<file path="config.mk">
export PLATFORM = sky130hd
export DESIGN_NAME = fetch_queue
export DESIGN_NICKNAME = d
export VERILOG_FILES = /design/src/rtl/fetch_queue.sv
export SDC_FILE = /design/constraint.sdc
export NUM_CORES = 1
export LEC_CHECK = 0
export BUFFER_PORTS_ARGS = -buffer_cell sky130_fd_sc_hd__buf_2
export CORE_MARGIN = 5
export CORE_UTILIZATION = 53
export CTS_BUF_LIST = sky130_fd_sc_hd__clkbuf_16
export CTS_CLUSTER_DIAMETER = 200
export DETAILED_ROUTE_END_ITERATION = 6
export PLACE_DENSITY = 0.73
export REMOVE_ABC_BUFFERS = 1
export SLEW_MARGIN = 0
export SYNTH_ARGS = -nofsm -noshare
export SYNTH_HDL_FRONTEND = slang
export SYNTH_SLANG_ARGS = --single-unit
</file>
<file path="constraint.sdc">
create_clock -name clk -period 17.1 [get_ports clk]
set_clock_uncertainty 0.15 [all_clocks]
set_input_delay 1.71 -clock clk [delete_from_list [all_inputs] [get_ports clk]]
set_output_delay 1.71 -clock clk [all_outputs]
set_load 0.02 [all_outputs]
</file>
<file path="src/rtl/fetch_queue.sv">
// Instruction fetch stage: owns the PC, issues in-order pipelined reads to imem and
// buffers returned words in a DEPTH-entry FIFO for decode. FETCH_BYPASS_EN adds an empty-FIFO bypass.
module fetch_queue #(
    parameter int                    DATA_WIDTH = 32,
    parameter int                    ADDR_WIDTH = 32,
    parameter int                    DEPTH      = 4,
    parameter logic [ADDR_WIDTH-1:0] RESET_PC   = '0
) (
    input  logic                  clk,
    input  logic                  rst,
    output logic                  imem_req_valid,
    input  logic                  imem_req_ready,
    output logic [ADDR_WIDTH-1:0] imem_req_addr,
    input  logic                  imem_rsp_valid,
    input  logic [DATA_WIDTH-1:0] imem_rsp_data,
    input  logic                  redirect,
    input  logic [ADDR_WIDTH-1:0] redirect_pc,
    output logic [DATA_WIDTH-1:0] instr,
    output logic [ADDR_WIDTH-1:0] instr_pc,
    output logic                  instr_valid,
    input  logic                  instr_ready
);
    // Handshakes: a transfer happens in any cycle where valid && ready are both high;
    // a raised valid keeps its payload stable until that transfer (only redirect may withdraw a request).
    localparam int CW = $clog2(DEPTH + 1);
    localparam int PW = (DEPTH > 1) ? $clog2(DEPTH) : 1;

    logic [ADDR_WIDTH-1:0] fetch_pc;
    logic [ADDR_WIDTH-1:0] resp_pc;
    logic [CW-1:0]         in_flight;
    logic [CW-1:0]         stale;
    logic [CW-1:0]         count;
    logic [PW-1:0]         rd_ptr;
    logic [PW-1:0]         wr_ptr;
    logic [DATA_WIDTH-1:0] data_mem [DEPTH];
    logic [ADDR_WIDTH-1:0] pc_mem   [DEPTH];

    logic [CW:0]           credits_used;
    logic                  req_fire;
    logic                  rsp_keep;
    logic                  fifo_empty;
    logic                  push;
    logic                  pop;
    logic [ADDR_WIDTH-1:0] target_pc;
    logic [1:0]            unused_redirect_lsb;

    assign unused_redirect_lsb = redirect_pc[1:0];
    assign target_pc           = {redirect_pc[ADDR_WIDTH-1:2], 2'b00};

    // Words buffered plus live (non-stale) requests in flight may never exceed the FIFO size.
    assign credits_used   = {1'b0, count} + {1'b0, in_flight} - {1'b0, stale};
    assign imem_req_valid = !rst && !redirect && (credits_used < (CW+1)'(DEPTH));
    assign imem_req_addr  = fetch_pc;
    assign req_fire       = imem_req_valid && imem_req_ready;

    assign rsp_keep   = imem_rsp_valid && (stale == '0);
    assign fifo_empty = (count == '0);
    assign pop        = !fifo_empty && instr_ready;

`ifdef FETCH_BYPASS_EN
    logic bypass;
    assign bypass      = fifo_empty && rsp_keep;
    assign instr_valid = !fifo_empty || bypass;
    assign instr       = bypass ? imem_rsp_data : data_mem[rd_ptr];
    assign instr_pc    = bypass ? resp_pc : pc_mem[rd_ptr];
    assign push        = rsp_keep && !(bypass && instr_ready);
`else
    assign instr_valid = !fifo_empty;
    assign instr       = data_mem[rd_ptr];
    assign instr_pc    = pc_mem[rd_ptr];
    assign push        = rsp_keep;
`endif

    always_ff @(posedge clk) begin
        if (rst) begin
            fetch_pc  <= RESET_PC;
            resp_pc   <= RESET_PC;
            in_flight <= '0;
            stale     <= '0;
            count     <= '0;
            rd_ptr    <= '0;
            wr_ptr    <= '0;
            for (int i = 0; i < DEPTH; i++) begin
                data_mem[i] <= '0;
                pc_mem[i]   <= '0;
            end
        end else if (redirect) begin
            // Everything still in flight becomes stale; this cycle's response is dropped too.
            fetch_pc  <= target_pc;
            resp_pc   <= target_pc;
            stale     <= stale + in_flight - CW'(imem_rsp_valid);
            in_flight <= in_flight - CW'(imem_rsp_valid);
            count     <= '0;
            rd_ptr    <= '0;
            wr_ptr    <= '0;
        end else begin
            if (req_fire) begin
                fetch_pc <= fetch_pc + ADDR_WIDTH'(4);
            end
            in_flight <= in_flight + CW'(req_fire) - CW'(imem_rsp_valid);
            if (imem_rsp_valid && (stale != '0)) begin
                stale <= stale - CW'(1);
            end
            if (rsp_keep) begin
                resp_pc <= resp_pc + ADDR_WIDTH'(4);
            end
            if (push) begin
                data_mem[wr_ptr] <= imem_rsp_data;
                pc_mem[wr_ptr]   <= resp_pc;
                wr_ptr           <= wr_ptr + PW'(1);
            end
            if (pop) begin
                rd_ptr <= rd_ptr + PW'(1);
            end
            count <= count + CW'(push) - CW'(pop);
            assert (!(push && !pop && (count == CW'(DEPTH))))
                else $error("fetch_queue: FIFO overflow");
        end
    end
endmodule

</file>
==> metrics list, run 1 <==
- Counting along the longest clock path gives a buffer depth of 3.
- Setup repair after global routing left no endpoint under its margin.
- After synthesis, the netlist uses just under 60 different library cells.
* Htree depth: 2
* DR WL met3: 1809 um
- Buffers inserted to repair hold after CTS numbered 0.
- Number of inserted filler cells in the final layout: 2156
* Max Used Layer: met4
- Overall power: 1892 uW
- 168 I/O pins were placed.
* Worst setup path category: in -> out
- For this design the static power due to leakage is 0.006574 uW.
- The worst-case IR drop observed on VDD is just over 90 uV.
- Yosys mapped a number of flops with a built-in enable equal to 248.
* Non-Filler Instances: 1676
* Cell total after placement: 1614
* Source of the worst hold timing path: imem_req_addr[26]
* Final nets: 1401
- The max-slew violation count was 0.
- After synthesis, flip-flops and latches occupy 61.35% of the total area.
* Area taken by multi-input logic gates: 5080 um^2
- Max-cap violations in this run came to 0.
- Hold is met by between 300 and 400 ps.
- Among all flip-flop cells after synthesis, the most frequent one is sky130_fd_sc_hd__edfxtp_1.
* Routed WL: roughly 32000 um
- Summing the areas of all fa, ha and maj instances in the mapped netlist gives roughly 2.1% of the synthesized area.
- The worst path uses between 20 and 30% of the clock period.
- Flop2flop setup slack: 13170 ps
- Dividing total power by cell area gives a power density of 113.1 nW/um^2.
- At the later pin of the worst-skew pair, clock insertion delay measures 510 ps.
- Among all stages on the critical path, the largest delay is contributed by sky130_fd_sc_hd__buf_4.
- Worst min-delay path category: reg -> reg
- The first TritonRoute pass finished after 5 iterations.
* Mean area per synthesized cell: approximately 13 um^2
* DIE WIDTH: ~180 um
- The first global-routing pass estimated 51500 um of wire.
- Count of final hold-check violations: 0
- Setup violations remaining at the end of the flow were counted as 0.
- After layout, the worst setup slack is 12340 ps.
- CORE AREA: 27030 um^2
- Entering global routing, the biggest net connects 81 pins.
* Vertical die dimension: roughly 180 um
- Worst slack at placement: 12110 ps
- Number of warnings issued by yosys: 0
- Root buffer selected by CTS: sky130_fd_sc_hd__clkbuf_16
- In this run, the number of DRC markers left after iteration 0 of detailed routing was 843.
* Cell type with the highest occurrence count on the critical path: sky130_fd_sc_hd__buf_2
- Buffers added on ports: 161
- Routed met2 length: 15720 um
- Walking the worst path, the cells encountered are buf_2 -> buf_4 -> or2_4 -> nor2_1 -> buf_2.
- FF/Latch Area: roughly 9000 um^2
* Effective utilization at floorplan: between 50% and 60%
- P&R area growth vs syn: 14.69%
- The run finished with clean final reports.
* Flip-flop and latch count after synthesis: 323
- Antenna-violating nets left: 0
* Number of global-route vias before repair: 9615
- Total clock buffers created by CTS: 34
- M1 wire length: 14270 um
- Area fraction of the dominant cell type after synthesis: 51.06%
- Worst Hold Endpoint: imem_req_addr[26]
- In the synthesized netlist the async set-or-reset flop fraction comes to 0%.
* Routability congestion estimate: 0.8259
- Buffer count from post-CTS setup fixing: 0
* Final HPWL DP: 19100 um
- For the worst flop-to-flop path, the logic depth is 15.
- Stage delay of the slowest cell on the critical path: 480 ps
- The worst pin sits at a relative slew slack of 35.03%.
- Cell depth of the worst hold path: 2
- Clock-pin slew was measured on the worst setup and hold paths at 50 ps.
- Cells resized by post-CTS repair: 0
- Minimum clock period after layout: ~4800 ps
- The number of antenna violations at the first check in global routing is 0.
* Worst-path maximum fanout: 53
* Crit Reg-Reg Endpoint: in_flight[2]
* Count of antenna diodes in the layout: 0
- Synthesized-area fraction occupied by ao, oa, aoi and oai cells: under 10%
- Mean number of vias per cell: 5.629
- The number of buffers and inverters on the critical path is 3.
* Combinational family with the most area after synthesis: simple AND/OR/NAND/NOR gates
- Gr usage total: 21.06%
- Data on the critical path is required at its endpoint by 15240 ps.
- Worst Setup Start Kind: input port
- Synthesis produced a netlist whose cell count is around 1200.
- Largest cells by area after synthesis: sky130_fd_sc_hd__edfxtp_1 (51%), sky130_fd_sc_hd__dfxtp_1 (10%), sky130_fd_sc_hd__mux4_2 (9.6%), sky130_fd_sc_hd__nor2_1 (4.4%), sky130_fd_sc_hd__and2_1 (3.0%)
* Post-synthesis share of cell area spent on and, or, nand and nor gates: roughly 14%
* Critical path endpoint category: output pin
- The die covers between 30000 and 40000 um^2.
* Measured slew at the worst slew-check pin: 974.6 ps
- Sum of negative setup slack: 0 ps
- Measured against the total synthesized area, the mux share comes to 10.16%.
- TritonCTS built the clock tree.
* Maximum clock frequency: 0.2102 GHz
- For this design, the sink count on the clock tree is 323.
* Number of rows created at floorplan: 60
- Global route total overflow: 0
* Number of remaining DRC errors: 0
* Crit path max-delay family: buffers and inverters
* Total number of vias: 9435
- The post-route netlist has between 20% and 30% of its cells at a drive strength greater than 1.
- sky130_fd_sc_hd__edfxtp_1 takes more of the synthesized area than any other cell.
* Routed WL per cell: about 19 um
* Startpoint of the worst-slack reg-to-reg timing path: in_flight[1]
* Synth Cell Area: ~15000 um^2
- Of the total synthesized cell area, the portion taken by XOR and XNOR cells is roughly 3.1%.
- STA puts the critical path data arrival time at between 2000 and 3000 ps.
-- through the flow --
| stage | utilization [%] | cell area (um^2) |
|---|---|---|
| finish | 61.90 | 16730 |
| global route | 61.90 | 16730 |
| CTS | 61.90 | 16730 |
| detailed placement | 58.05 | 15690 |
| global placement | 58.05 | 15690 |
| floorplan | - | 14310 |
-- synthesized netlist by cell type, drive strengths merged, types with 2 or more instances --
master	number
edfxtp	248
nor2	171
nand2	107
inv	88
dfxtp	75
and2	69
mux4	62
clkbuf	43
a21oi	28
xnor2	26
xor2	26
buf	24
nand4	20
nand3	19
ha	17
a211oi	14
o21ai	14
nor3	12
a31oi	11
a21boi	10
nor4	8
and3	7
mux2i	7
or3	6
fa	5
o211ai	5
o311ai	5
or2	5
and4	4
o21a	4
or4	3
a311oi	2
a32oi	2
nand2b	2
o31ai	2
-- how the worst max path moves through the flow --
stage | startpoint | endpoint | cells after the start
final | rst | imem_req_valid | 5
after global routing | flip-flop | instr_pc[16] | 3
after CTS | flip-flop | instr_pc[4] | 3
after detailed placement | rst | data_mem[0][25] | 7
after global placement | rst | data_mem[0][25] | 7
after floorplan | imem_rsp_valid | data_mem[1][0] | 3
-- cells by family after synthesis --
logic type               after synthesis
flip-flops                           323
buffers and inverters                155
AO/OA/AOI/OAI                        103
XOR/XNOR                              52
multiplexers                          70
adder cells (fa/ha/maj)               22
other                                  1
AND/OR/NAND/NOR                      438
-- per-layer routing --
layer	GRT usage [%]	vias to the layer above
met4	5.556	0
met5	0	-
li1	-	4441
met2	34.85	273
met1	29.26	4680
met3	3.616	41
-- worst reg2reg max path, stage by stage, from the launching register on --
cell and delay [ps]:
sky130_fd_sc_hd__dfxtp_1 340, sky130_fd_sc_hd__inv_1 120, sky130_fd_sc_hd__fa_1 560, sky130_fd_sc_hd__inv_1 40, sky130_fd_sc_hd__ha_1 280, sky130_fd_sc_hd__a31oi_1 350
sky130_fd_sc_hd__mux2_4 440, sky130_fd_sc_hd__inv_4 220, sky130_fd_sc_hd__ha_1 160, sky130_fd_sc_hd__inv_1 30, sky130_fd_sc_hd__ha_1 180, sky130_fd_sc_hd__fa_1 380
sky130_fd_sc_hd__xor2_1 150, sky130_fd_sc_hd__o21ai_0 190, sky130_fd_sc_hd__xnor2_1 150, sky130_fd_sc_hd__nor2_1 50
-- power breakdown --
part	internal (uW)	switching (uW)
clock	394	296
combinational	103	172
sequential	897	30.0
total	1390	498
-- cells in the final DEF, fill, tap and decap left out, drive strengths merged, types with 26 or more instances in the layout --
cell    count
nand2     107
xor2       26
xnor2      26
mux4       62
and2       69
inv        99
nor2      171
a21oi      28
buf       173
dfxtp      75
edfxtp    248
clkbuf     34
-- flip-flops by register name, indices dropped and copies added, names as in the netlist, named ones only --
name,cells
wr_ptr,2
pc_mem,120
count,3
in_flight,3
resp_pc,30
stale,3
imem_req_addr,30
data_mem,128
rd_ptr,2
-- final cells by class --
class | count | share of cell area, %
clock buffers | 34 | 5.086
clock inverters | 28 | 1.137
inverters | 88 | 1.989
multi-input cells | 689 | 30.36
flip-flops and latches | 323 | 53.52
well taps | 341 | 2.550
repair buffers | 173 | 5.355
Power figures use the tool's default switching activity.
==> run 2, diff against run 1 <==
--- a/config.mk
+++ b/config.mk
@@ -11,7 +11,7 @@
 export CTS_BUF_LIST = sky130_fd_sc_hd__clkbuf_16
 export CTS_CLUSTER_DIAMETER = 200
 export DETAILED_ROUTE_END_ITERATION = 6
-export PLACE_DENSITY = 0.73
+export PLACE_DENSITY = 0.76
 export REMOVE_ABC_BUFFERS = 1
 export SLEW_MARGIN = 0
 export SYNTH_ARGS = -nofsm -noshare
==> constraint.sdc (replaced) <==
create_clock -name clk -period 4.11 [get_ports clk]
set_clock_uncertainty 0.15 [all_clocks]
set_input_delay 0.411 -clock clk [delete_from_list [all_inputs] [get_ports clk]]
set_output_delay 0.411 -clock clk [all_outputs]
set_load 0.02 [all_outputs]
==> run 2 against run 1 <==
Critical endpoint is now in_flight[2]. Worst setup slack got worse by 12000 ps. Global-route usage increased by 0.42 points. Wire length up 3.2%. Design area rose by 1.1%. Combinational power grew to 4.3 times the previous value. The flow now finishes with violations (design-rule violations). Cell count barely moved.
==> metrics list, run 2 (same netlist as run 1, synthesis figures left out) <==
* Routed WL: 33410 um
* Measured slew at the worst slew-check pin: 1000 ps
- After legalization and detailed placement, the total HPWL measured 19930 um.
- The area growth from synthesis to layout is 15.95%.
- Hold repair after CTS inserted 0 buffers.
* Number of rows created at floorplan: 60
* Gr usage total: 21.48%
- The detailed router finished its first iteration with just over 700 violations.
- The number of gates resized after CTS was 0.
- Violations in the final reports: design-rule violations
- Derived from the worst setup path, the maximum achievable clock frequency is around 0.26 GHz.
* Critical path endpoint category: flip-flop
- The floorplan step defined a die boundary enclosing about 31000 um^2.
- Clk sink count: between 300 and 400
* Root buffer selected by CTS: sky130_fd_sc_hd__clkbuf_16
* Arrival time worst endpoint: 4070 ps
- Summing all placed instances gives a cell area of 15780 um^2.
- Iteration count of the initial detailed-routing pass: 7
- The worst setup path is launched from a flip-flop.
* Global-route met3 utilization: under 10%
* Pin count of the biggest net entering global routing: 81
- Vertical die dimension: 175.9 um
* Number of remaining DRC errors: 1
- Final Instance Area: 16910 um^2
- Non-Filler Instances: 1677
* Core utilization of the finished layout: 62.58%
* Required time at the endpoint of the critical path: 4320 ps
* Count of final hold-check violations: 0
- Counting the fill cells in the layout gives 2062.
- CORE AREA: 27030 um^2
- Stage delay of the slowest cell on the critical path: 550 ps
- Most crowded layer after global routing: met2
- Minimum clock period after layout: slightly below 4000 ps
- Dividing total power by cell area gives a power density of 480.5 nW/um^2.
- The number of antenna violations at the first check in global routing was 0.
* Maximum clock insertion buffer count: 3
- Total of endpoints with negative setup slack in the final report: 0
* Top register by number of flip-flops: data_mem
- Final Hold Slack: 30.47 ps
* Worst setup path category: reg -> reg
- Of all nets on the critical path, the largest fanout is 15.
* Overall power: 8127 uW
* Number of global-route vias before repair: 9758
- Measured against its own limit, the worst slew margin works out to 33.32%.
- Of the cells placed in the final design, the portion with a size suffix greater than 1 is roughly a quarter.
- Final nets: approximately 1400
- Highest-delay cell along the critical path: sky130_fd_sc_hd__fa_1
- Count of antenna diodes in the layout: 0
* Buffers added on ports: 161
- The run finished, with violations left.
* Number of pins with negative max-slew slack in the final report: 0
* Worst vdd rail ir drop: 305.7 uV
- In this run the post-CTS setup repair buffer count came out at 0.
* Routability congestion estimate: 0.8383
- The kind of cell with the highest combined delay along the critical path is adder cells.
* Global route total overflow: 0
* Effective utilization at floorplan: 53.97%
* Number of flip-flops in the largest register: about 130
* Clock Pin Slew Worst Setup and Hold Paths: 60 ps
- Leak: 0.006648 uW
- Setup repair after global routing missed its margin: false
- Global routing used 36.06% of the available met2 tracks.
- For this block, the via count after detailed routing is about 9500.
* Cell total after placement: about 1600
* Commonest cells after routing, fill and taps aside: sky130_fd_sc_hd__edfxtp_1 (248), sky130_fd_sc_hd__nor2_1 (170), sky130_fd_sc_hd__buf_2 (161)
* Total clock buffers created by CTS: 34
- Global-route wire length before repair: 52610 um
- Clock latency on the worst-skew pair: ~500 ps
- In the global route stage, met1 resource usage came out at 29.54%.
* Mean number of vias per cell: 5.690
- The floorplan step set the die width to 175.9 um.
* Htree depth: 2
* # IOs: 168
* Leading cell type in the layout, fill and taps excluded: sky130_fd_sc_hd__edfxtp_1
- Crit path buffers/inverters: 4
- Routed WL per cell: 19.92 um
- Across the run, the number of max-cap violations was 0.
* Antenna-violating nets left: 0
* Worst path cell trace: inv_1 -> fa_1 -> inv_1 -> ha_1 -> a31oi_1 -> mux2_4 -> inv_4 -> ha_1 -> inv_1 -> ha_1 -> fa_1 -> xor2_1 -> o21ai_0 -> xnor2_1 -> nor2_1
- In the final layout, the registers with the most flip-flops are data_mem: 128 flops, pc_mem: 120 flops.
- Period utilization: between 90% and 100%
- TritonCTS clock tree: yes
- The min-delay analysis places its worst path in the category in -> reg.
run 2: final timing paths:
| check | startpoint | endpoint | slack, ps | depth (start not counted) |
|---|---|---|---|---|
| min reg2reg | imem_req_addr[31] | imem_req_addr[31] | 380 | 2 |
| max | in_flight[1] | in_flight[2] | 250 | 15 |
| min | redirect_pc[30] | resp_pc[30] | 30 | 3 |
| max reg2reg | in_flight[1] | in_flight[2] | 250 | 15 |
run 2: layout make-up:
class | count | area [um^2] | area share [%]
Tap cell | 341 | 426.7 | 2.523
Inverter | 88 | 332.8 | 1.968
Clock buffer | 37 | 925.9 | 5.475
Sequential cell | 323 | 8956 | 52.96
Multi-Input combinational cell | 689 | 5082 | 30.05
Clock inverter | 25 | 210.2 | 1.243
Timing Repair Buffer | 174 | 978.4 | 5.785
run 2: stage by stage:
stage / worst slack (ps) / TNS, ps
6_report: 251.7 / 0
3_5_place_dp: 273.5 / 0
2_1_floorplan: -2740 / -340090
3_3_place_gp: 431.1 / 0
5_1_grt: 66.90 / 0
4_1_cts: 264.1 / 0
run 2: worst min-delay path, stage by stage:
cell and delay, ps:
sky130_fd_sc_hd__buf_2 100, sky130_fd_sc_hd__mux2i_1 60, sky130_fd_sc_hd__nor2_1 80
run 2: per-layer routing:
| metal | part of all wire [%] | vias to the layer above |
|---|---|---|
| met2 | 49 | 335 |
| met3 | 6.3 | 39 |
| met1 | 43 | 4735 |
| met4 | 1.4 | 0 |
| met5 | 0 | - |
| li1 | - | 4433 |
run 2: report_power, final:
| part | total, uW | internal [uW] | switching (uW) |
|---|---|---|---|
| Sequential | 3860 | 3730 | 130 |
| Combinational | 1180 | 447 | 729 |
| Clock | 3090 | 1870 | 1220 |
| Total | 8130 | 6050 | 2080 |
